## src/rtl/vga_pkg.sv

```systemverilog
// rtl/vga_pkg.sv - Shared types, default palette and raster timing helpers for the VGA scan-out
package vga_pkg;

    typedef enum logic [1:0] {
        MODE_DIRECT8 = 2'd0,
        MODE_PAL4    = 2'd1,
        MODE_PAL2    = 2'd2,
        MODE_BLANK   = 2'd3
    } mode_t;

    // Side information for one pixel that travels alongside the video RAM read
    typedef struct packed {
        logic       visible;
        logic       hSyncOn;
        logic       vSyncOn;
        logic [1:0] pixelSel;
        mode_t      pixelMode;
    } pixel_tag_t;

    localparam pixel_tag_t TAG_IDLE = '{
        visible:   1'b0,
        hSyncOn:   1'b0,
        vSyncOn:   1'b0,
        pixelSel:  2'b00,
        pixelMode: MODE_BLANK
    };

    // CGA colours packed as {B[1:0], G[2:0], R[2:0]}; leftmost element is entry 15
    localparam logic [15:0][7:0] DEFAULT_PALETTE = {
        8'hFF, 8'h7F, 8'hD7, 8'h57, 8'hFA, 8'h7A, 8'hD2, 8'h52,
        8'hAD, 8'h15, 8'h85, 8'h05, 8'hA8, 8'h28, 8'h80, 8'h00
    };

    function automatic int timingTotal(input int visible, input int front,
                                       input int syncWidth, input int back);
        return visible + front + syncWidth + back;
    endfunction

    function automatic int syncStart(input int visible, input int front);
        return visible + front;
    endfunction

    function automatic int syncEnd(input int visible, input int front, input int syncWidth);
        return visible + front + syncWidth;
    endfunction

endpackage

```

## src/rtl/vga_timing_gen.sv

```systemverilog
// rtl/vga_timing_gen.sv - Pixel tick divider, raster counters and sync/visible/vblank decode
module vga_timing_gen
    import vga_pkg::*;
#(
    parameter int H_VISIBLE = 640,
    parameter int H_FRONT   = 16,
    parameter int H_SYNC    = 96,
    parameter int H_BACK    = 48,
    parameter int V_VISIBLE = 480,
    parameter int V_FRONT   = 10,
    parameter int V_SYNC    = 2,
    parameter int V_BACK    = 33,
    parameter int CLK_DIV   = 2
) (
    input  logic       clock,
    input  logic       reset,
    output logic       tick,
    output logic [9:0] xPos,
    output logic [9:0] yPos,
    output logic       visible,
    output logic       hSyncOn,
    output logic       vSyncOn,
    output logic       frameStart,
    output logic       vblankStart
);

    localparam int H_TOTAL = timingTotal(H_VISIBLE, H_FRONT, H_SYNC, H_BACK);
    localparam int V_TOTAL = timingTotal(V_VISIBLE, V_FRONT, V_SYNC, V_BACK);
    localparam int DIV_W   = (CLK_DIV > 1) ? $clog2(CLK_DIV) : 1;

    localparam logic [9:0]       H_LAST   = 10'(H_TOTAL - 1);
    localparam logic [9:0]       V_LAST   = 10'(V_TOTAL - 1);
    localparam logic [9:0]       H_VIS    = 10'(H_VISIBLE);
    localparam logic [9:0]       V_VIS    = 10'(V_VISIBLE);
    localparam logic [9:0]       HS_START = 10'(syncStart(H_VISIBLE, H_FRONT));
    localparam logic [9:0]       HS_END   = 10'(syncEnd(H_VISIBLE, H_FRONT, H_SYNC));
    localparam logic [9:0]       VS_START = 10'(syncStart(V_VISIBLE, V_FRONT));
    localparam logic [9:0]       VS_END   = 10'(syncEnd(V_VISIBLE, V_FRONT, V_SYNC));
    localparam logic [DIV_W-1:0] DIV_LAST = DIV_W'(CLK_DIV - 1);

    logic [DIV_W-1:0] divCount;

    // Each counter position lasts CLK_DIV clocks, the tick falls on its last clock
    always_ff @(posedge clock) begin
        if (reset || tick) begin
            divCount <= '0;
        end else begin
            divCount <= divCount + 1'b1;
        end
    end

    assign tick = (divCount == DIV_LAST);

    // Raster position: x wraps into the next line, y wraps at end of frame
    always_ff @(posedge clock) begin
        if (reset) begin
            xPos <= '0;
            yPos <= '0;
        end else if (tick) begin
            if (xPos == H_LAST) begin
                xPos <= '0;
                yPos <= (yPos == V_LAST) ? 10'd0 : yPos + 10'd1;
            end else begin
                xPos <= xPos + 10'd1;
            end
        end
    end

    assign visible     = (xPos < H_VIS) && (yPos < V_VIS);
    assign hSyncOn     = (xPos >= HS_START) && (xPos < HS_END);
    assign vSyncOn     = (yPos >= VS_START) && (yPos < VS_END);
    assign frameStart  = (xPos == 10'd0) && (yPos == 10'd0);
    assign vblankStart = tick && (xPos == 10'd0) && (yPos == V_VIS);

endmodule

```

## src/rtl/vga_scanout.sv

```systemverilog
// rtl/vga_scanout.sv - Multi-mode VGA scan-out: address generation, fetch delay line, palette, colour mux
module vga_scanout
    import vga_pkg::*;
#(
    parameter int H_VISIBLE    = 640,
    parameter int H_FRONT      = 16,
    parameter int H_SYNC       = 96,
    parameter int H_BACK       = 48,
    parameter int V_VISIBLE    = 480,
    parameter int V_FRONT      = 10,
    parameter int V_SYNC       = 2,
    parameter int V_BACK       = 33,
    parameter int CLK_DIV      = 2,
    parameter int READ_LATENCY = 1,
    parameter bit SYNC_ACTIVE  = 1'b0
) (
    input  logic        clock,
    input  logic        reset,
    input  logic [1:0]  mode,
    output logic [16:0] videoAddress,
    input  logic [7:0]  videoData,
    input  logic        paletteWrite,
    input  logic [3:0]  paletteIndex,
    input  logic [7:0]  paletteData,
    output logic [7:0]  videoOutput,
    output logic        hSync,
    output logic        vSync,
    output logic        videoActive,
    output logic        vblankPulse
);

    localparam int   PIPE_DEPTH = (READ_LATENCY > 0) ? READ_LATENCY : 1;
    localparam int   TAP        = (READ_LATENCY > 0) ? READ_LATENCY - 1 : 0;
    localparam logic SYNC_ON    = SYNC_ACTIVE;

    logic        tick;
    logic [9:0]  xPos;
    logic [9:0]  yPos;
    logic        visible;
    logic        hSyncOn;
    logic        vSyncOn;
    logic        frameStart;
    logic        vblankStart;

    mode_t       activeMode;
    mode_t       curMode;
    pixel_tag_t  curTag;
    pixel_tag_t  outTag;
    pixel_tag_t  tagPipe [0:PIPE_DEPTH-1];
    logic [7:0]  palette [0:15];
    logic [16:0] pal2Address;
    logic [3:0]  nibble;
    logic [1:0]  crumb;
    logic [7:0]  pixelColour;

    vga_timing_gen #(
        .H_VISIBLE (H_VISIBLE),
        .H_FRONT   (H_FRONT),
        .H_SYNC    (H_SYNC),
        .H_BACK    (H_BACK),
        .V_VISIBLE (V_VISIBLE),
        .V_FRONT   (V_FRONT),
        .V_SYNC    (V_SYNC),
        .V_BACK    (V_BACK),
        .CLK_DIV   (CLK_DIV)
    ) timing (
        .clock       (clock),
        .reset       (reset),
        .tick        (tick),
        .xPos        (xPos),
        .yPos        (yPos),
        .visible     (visible),
        .hSyncOn     (hSyncOn),
        .vSyncOn     (vSyncOn),
        .frameStart  (frameStart),
        .vblankStart (vblankStart)
    );

    // Mode is only taken at the frame-start position so a frame never mixes modes
    always_ff @(posedge clock) begin
        if (reset) begin
            activeMode <= MODE_BLANK;
        end else if (tick && frameStart) begin
            activeMode <= mode_t'(mode);
        end
    end

    // The frame-start pixel itself already uses the newly sampled mode
    assign curMode     = frameStart ? mode_t'(mode) : activeMode;
    assign pal2Address = 17'(yPos) * 17'd160 + 17'(xPos[9:2]);

    // Byte address for the pixel at the current counter position
    always_comb begin
        videoAddress = 17'd0;
        case (curMode)
            MODE_DIRECT8, MODE_PAL4: videoAddress = {yPos[8:1], xPos[9:1]};
            MODE_PAL2:               videoAddress = pal2Address;
            default:                 videoAddress = 17'd0;
        endcase
    end

    // Collect everything the colour stage needs about the current pixel
    always_comb begin
        curTag           = TAG_IDLE;
        curTag.visible   = visible;
        curTag.hSyncOn   = hSyncOn;
        curTag.vSyncOn   = vSyncOn;
        curTag.pixelSel  = xPos[1:0];
        curTag.pixelMode = curMode;
    end

    // Hold the pixel tag back until its byte returns from video RAM
    always_ff @(posedge clock) begin
        if (reset) begin
            for (int i = 0; i < PIPE_DEPTH; i++) begin
                tagPipe[i] <= TAG_IDLE;
            end
        end else if (tick) begin
            tagPipe[0] <= curTag;
            for (int i = 1; i < PIPE_DEPTH; i++) begin
                tagPipe[i] <= tagPipe[i-1];
            end
        end
    end

    assign outTag = (READ_LATENCY == 0) ? curTag : tagPipe[TAP];

    // CPU palette; a lookup on the write clock still sees the old entry
    always_ff @(posedge clock) begin
        if (reset) begin
            for (int i = 0; i < 16; i++) begin
                palette[i] <= DEFAULT_PALETTE[i];
            end
        end else if (paletteWrite) begin
            palette[paletteIndex] <= paletteData;
        end
    end

    // Pick the pixel's bits out of the returned byte and resolve the colour
    always_comb begin
        nibble = outTag.pixelSel[0] ? videoData[3:0] : videoData[7:4];
        case (outTag.pixelSel)
            2'd0:    crumb = videoData[7:6];
            2'd1:    crumb = videoData[5:4];
            2'd2:    crumb = videoData[3:2];
            default: crumb = videoData[1:0];
        endcase
        pixelColour = 8'h00;
        if (outTag.visible) begin
            case (outTag.pixelMode)
                MODE_DIRECT8: pixelColour = videoData;
                MODE_PAL4:    pixelColour = palette[nibble];
                MODE_PAL2:    pixelColour = palette[{2'b00, crumb}];
                default:      pixelColour = 8'h00;
            endcase
        end
    end

    // Registered outputs keep colour and syncs of one pixel aligned
    always_ff @(posedge clock) begin
        if (reset) begin
            videoOutput <= 8'h00;
            hSync       <= ~SYNC_ON;
            vSync       <= ~SYNC_ON;
            videoActive <= 1'b0;
        end else if (tick) begin
            videoOutput <= pixelColour;
            hSync       <= outTag.hSyncOn ? SYNC_ON : ~SYNC_ON;
            vSync       <= outTag.vSyncOn ? SYNC_ON : ~SYNC_ON;
            videoActive <= outTag.visible;
        end
    end

    // One-clock vertical blanking interrupt, not delayed with the pixels
    always_ff @(posedge clock) begin
        if (reset) begin
            vblankPulse <= 1'b0;
        end else begin
            vblankPulse <= vblankStart;
        end
    end

endmodule

```

## config.mk

```make
export PLATFORM = sky130hd
export DESIGN_NAME = vga_scanout
export DESIGN_NICKNAME = d
export VERILOG_FILES = /design/src/rtl/vga_pkg.sv /design/src/rtl/vga_timing_gen.sv /design/src/rtl/vga_scanout.sv
export SDC_FILE = /design/constraint.sdc
export NUM_CORES = 1
export LEC_CHECK = 0
export ABC_AREA = 1
export CORE_ASPECT_RATIO = 1.2
export CORE_MARGIN = 2
export CORE_UTILIZATION = 60
export CTS_CLUSTER_SIZE = 12
export DETAILED_ROUTE_END_ITERATION = 8
export GPL_TIMING_DRIVEN = 0
export PLACE_DENSITY = 0.85
export SYNTH_ARGS = -nofsm -noshare
export SYNTH_HDL_FRONTEND = slang
export SYNTH_SLANG_ARGS = --single-unit
```

## constraint.sdc

```tcl
create_clock -name clock -period 4.7 [get_ports clock]
set_input_delay 0.47 -clock clock [delete_from_list [all_inputs] [get_ports clock]]
set_output_delay 0.47 -clock clock [all_outputs]
set_load 0.03 [all_outputs]
```

==> flow_summary_export.csv, run 1 <==
group,metric,value,unit
clock_tree,clock_path_buffers,2,
clock_tree,cts_sinks,170,
layout,drive_above_1_share,0.0832,
synthesis,yosysMostFrequentCell,"nand2_1",
sta,rsz0062_at_grt,"false",
placed_design,post-place-ws,0.881,ns
sta,hold_viol,0,
critical_path,start_kind,"register",
synthesis,ys.flop_type,"edfxtp_1",
critical_path,critical_path.top_delay_family,"adder cells",
synthesis,async_flop_share,0,
critical_path,path_class,"register to output port",
layout,final_util,0.702,
sta,worst_slack,0.401,ns
global_route,antenna_found_initial,0,
synthesis,ys_seq_area_frac,0.498,
sta,period_minus_slack,4.30,ns
clock_tree,cts_tree,"yes",
synthesis,synth_top_area_frac,0.425,
sta,finalSetupTns,0,ns
clock_tree,cts_resized,0,
floorplanning,dieArea,16900,um^2
global_route,grt_max_degree,17,
layout,multi_input_area,4040,um^2
sta,slew_headroom,0.323,
clock_tree,root_buffer,"clkbuf_16",
layout,fin_nets,1312,
synthesis,avgSynthCellArea,8.02,um^2
power,power_density,331,nW/um^2
routing,drc,0,
power,ir_drop,0.250,mV
min_path,holdPathEnd,"videoOutput[0]$_SDFFE_PP0P_",
sta,tightest_slew,1.00,ns
layout,synthToLayoutAreaGrowth,14.6,%
min_path,min_path_type,"register to register",
critical_path,critPathBufInv,2,
placed_design,dpl.hpwl,18.8,mm
layout,n_fill_cell,1177,
job,max_cap_violations,0,
status,status,"completed",
sta,fin_crit_sh,0.915,
layout,regArea,4750,um^2
min_path,holdPathStages,2,
clock_tree,hold_buffers,0,
floorplanning,fp.dieH,142,um
routing,vias_per_cell,5.72,
synthesis,yosys-top-cells-area,"edfxtp_1 (42%), nand2_1 (16%), nand3_1 (10%), dfxtp_1 (7.3%), inv_1 (4.6%)",
routing,totalWireLength,25.8,mm
clock_tree,h-tree-depth,4,
routing,drt_iter0_drc,1069,
critical_path,end_kind,"output port",
synthesis,synthDistinctLibCells,44,
routing,detail_route.first_pass.iterations,6,
placed_design,portBuffers,53,
global_route,grt_use_total,0.317,
critical_path,path_cells,"ha_1, ha_1, inv_1, fa_1, nor2_1, nand3_1, a21oi_1, nand3_1, nor2_1, nand3_1, nand2_1, nand3_2, nand2_1, clkdlybuf4s50_1",
routing,postRouteAntennaNets,0,
clock_tree,worstSkewPairLatency,0.44,ns
sta,clock_skew,0.00715,ns
critical_path,rr_startpoint,"tagPipe[0][2]$_SDFFCE_PN0P_",
sta,max_freq,233,MHz
critical_path,max_stage_delay,0.67,ns
floorplanning,coreArea,15600,um^2
routing,routed-via-count,8476,
critical_path,worst_path_most_repeated_cell,"nand3_1",
floorplanning,initial_core_util,0.612,
critical_path,cp.arrival,3.83,ns
clock_tree,post-cts-setup-buffers,0,
synthesis,synthesis.nets,1240,
global_route,grt_pass1_wl,41.5,mm
power,p_leak,4.61,nW
sta,finalSetupViolCount,0,
critical_path,r2r_setup_slack,2.37,ns
synthesis,synthTopCellsByCount,"nand2_1 (397), nand3_1 (192), edfxtp_1 (135)",
synthesis,yosys.area.top_type,"edfxtp_1",
sta,drv_slew,0,
sta,finalHoldWorstSlack,0.453,ns
clock_tree,cts_buffers,17,
synthesis,synth_warnings,0,
synthesis,netlist_area,9540,um^2
floorplanning,dieWidth,119,um
min_path,hp-start,"videoOutput[0]$_SDFFE_PP0P_",
layout,n_antenna_cell,0,
clock_tree,path_clk_slew,0.07,ns
critical_path,required,4.23,ns
floorplanning,row_count,50,
critical_path,slowest_stage,"clkdlybuf4s50_1",
synthesis,synthesis.instances,1189,
routing,drt-wirelength-per-cell,17.4,um
global_route,overflow,0,
placed_design,gp_congestion,0.956,
critical_path,worstRegToRegCells,10,
critical_path,r2r-end,"videoOutput[7]$_SDFFE_PP0P_",
global_route,grt_pass1_vias,8086,
critical_path,crit_fanout,9,
synthesis,ys_ff_latch,170,
floorplanning,ios,54,
synthesis,synth_edf_count,135,
## registers in the layout, summed over array words and instances (netlist names)
register	count
timing.tick	1
hSync	1
vSync	1
activeMode	2
vblankPulse	1
videoOutput	8
videoActive	1
timing.xPos	10
palette	128
timing.yPos	10
tagPipe	7
## cell usage in the layout, fill, tap and decap left out, types with 2 or more instances in the layout
cell,synthesis,routed
nor2_2,7,7
nor4_1,3,3
inv_1,117,117
inv_6,0,2
buf_4,15,15
nor3_1,13,13
fa_1,2,2
clkinv_2,0,2
clkdlybuf4s50_1,0,53
nand3_1,192,192
edfxtp_1,135,135
nor2_1,117,117
o21ai_0,12,12
nand4_1,15,15
nand2_4,2,2
or2_2,3,3
a211oi_1,2,2
a21oi_1,18,18
inv_2,8,8
buf_6,5,5
ha_1,24,24
clkbuf_8,0,2
buf_2,9,9
o21ai_1,10,10
nand3_2,6,6
clkbuf_16,0,19
xor2_1,4,4
nor3_2,2,2
o21ai_2,3,3
inv_4,1,3
nand2_1,397,397
nand2_2,5,5
o21a_1,2,2
dfxtp_1,35,35
clkbuf_1,11,11
inv_8,1,2
clkinvlp_4,0,3
## stage by stage
stage	cell area, um^2	power (mW)	std cells
2_1_floorplan	9540	2.04	1189
3_3_place_gp	10300	2.20	1450
3_5_place_dp	10300	2.20	1450
4_1_cts	10900	3.61	1482
5_1_grt	10900	3.72	1482
6_report	10900	3.62	1482
## final cells by class
type	count	area share
timing repair buffer	53	0.0485
clock inverter	11	0.00949
inverter	127	0.0445
multi-input combinational	852	0.370
tap	208	0.0238
buffer	40	0.0233
sequential	170	0.435
clock buffer	21	0.0460
## worst max-delay path by stage
| stage | start | to | slack (ns) | depth (start not counted) |
|---|---|---|---|---|
| finish | timing.yPos[1]$_SDFFE_PP0P_ | videoAddress[16] | 0.40 | 14 |
| global route | timing.yPos[1]$_SDFFE_PP0P_ | videoAddress[16] | 0.15 | 14 |
| CTS | timing.yPos[1]$_SDFFE_PP0P_ | videoAddress[16] | 0.40 | 14 |
| detailed placement | timing.yPos[1]$_SDFFE_PP0P_ | videoAddress[16] | 0.88 | 14 |
| global placement | timing.yPos[1]$_SDFFE_PP0P_ | videoAddress[16] | 0.95 | 14 |
| floorplan | timing.yPos[1]$_SDFFE_PP0P_ | videoAddress[16] | 1.69 | 13 |
## kinds of logic after synthesis
kind of cell               share of synthesized area
DFF                                            0.498
xor gates and xnor gates                     0.00459
buffers and inverters                         0.0778
and+or+nand+nor                                0.347
adders and majority gates                     0.0357
AOI/OAI and AO/OA                             0.0365
## worst register-to-register path: cells and delay by family (launching register included)
kind / cells / cell delay (ns)
AO/OA/AOI/OAI: 1 / 0.51
buffers and inverters: 2 / 0.52
flip-flops: 1 / 0.44
AND/OR/NAND/NOR: 7 / 0.75
## power by group
part | internal [mW] | leakage (nW) | switching, mW
Combinational | 0.141 | 2.71 | 0.322
Sequential | 1.69 | 1.61 | 0.0326
Clock | 0.826 | 0.295 | 0.607
## metal layers
layer | vias up | global-route usage | share of wire
met2 | 443 | 0.539 | 0.49
li1 | 4059 | - | -
met4 | 0 | 0.157 | 0.045
met1 | 3882 | 0.389 | 0.37
met3 | 92 | 0.0613 | 0.092
met5 | - | 0 | 0
No activity file was read; power rests on OpenSTA's default activity.
==> run 2, diff against run 1 <==
--- a/config.mk
+++ b/config.mk
@@ -12,6 +12,7 @@
 export CTS_CLUSTER_SIZE = 12
 export DETAILED_ROUTE_END_ITERATION = 8
 export GPL_TIMING_DRIVEN = 0
+export HOLD_SLACK_MARGIN = 0.1
 export PLACE_DENSITY = 0.85
 export SYNTH_ARGS = -nofsm -noshare
 export SYNTH_HDL_FRONTEND = slang
==> results of run 2 <==
No change in the layout: final DEF, timing and power equal those of run 1.
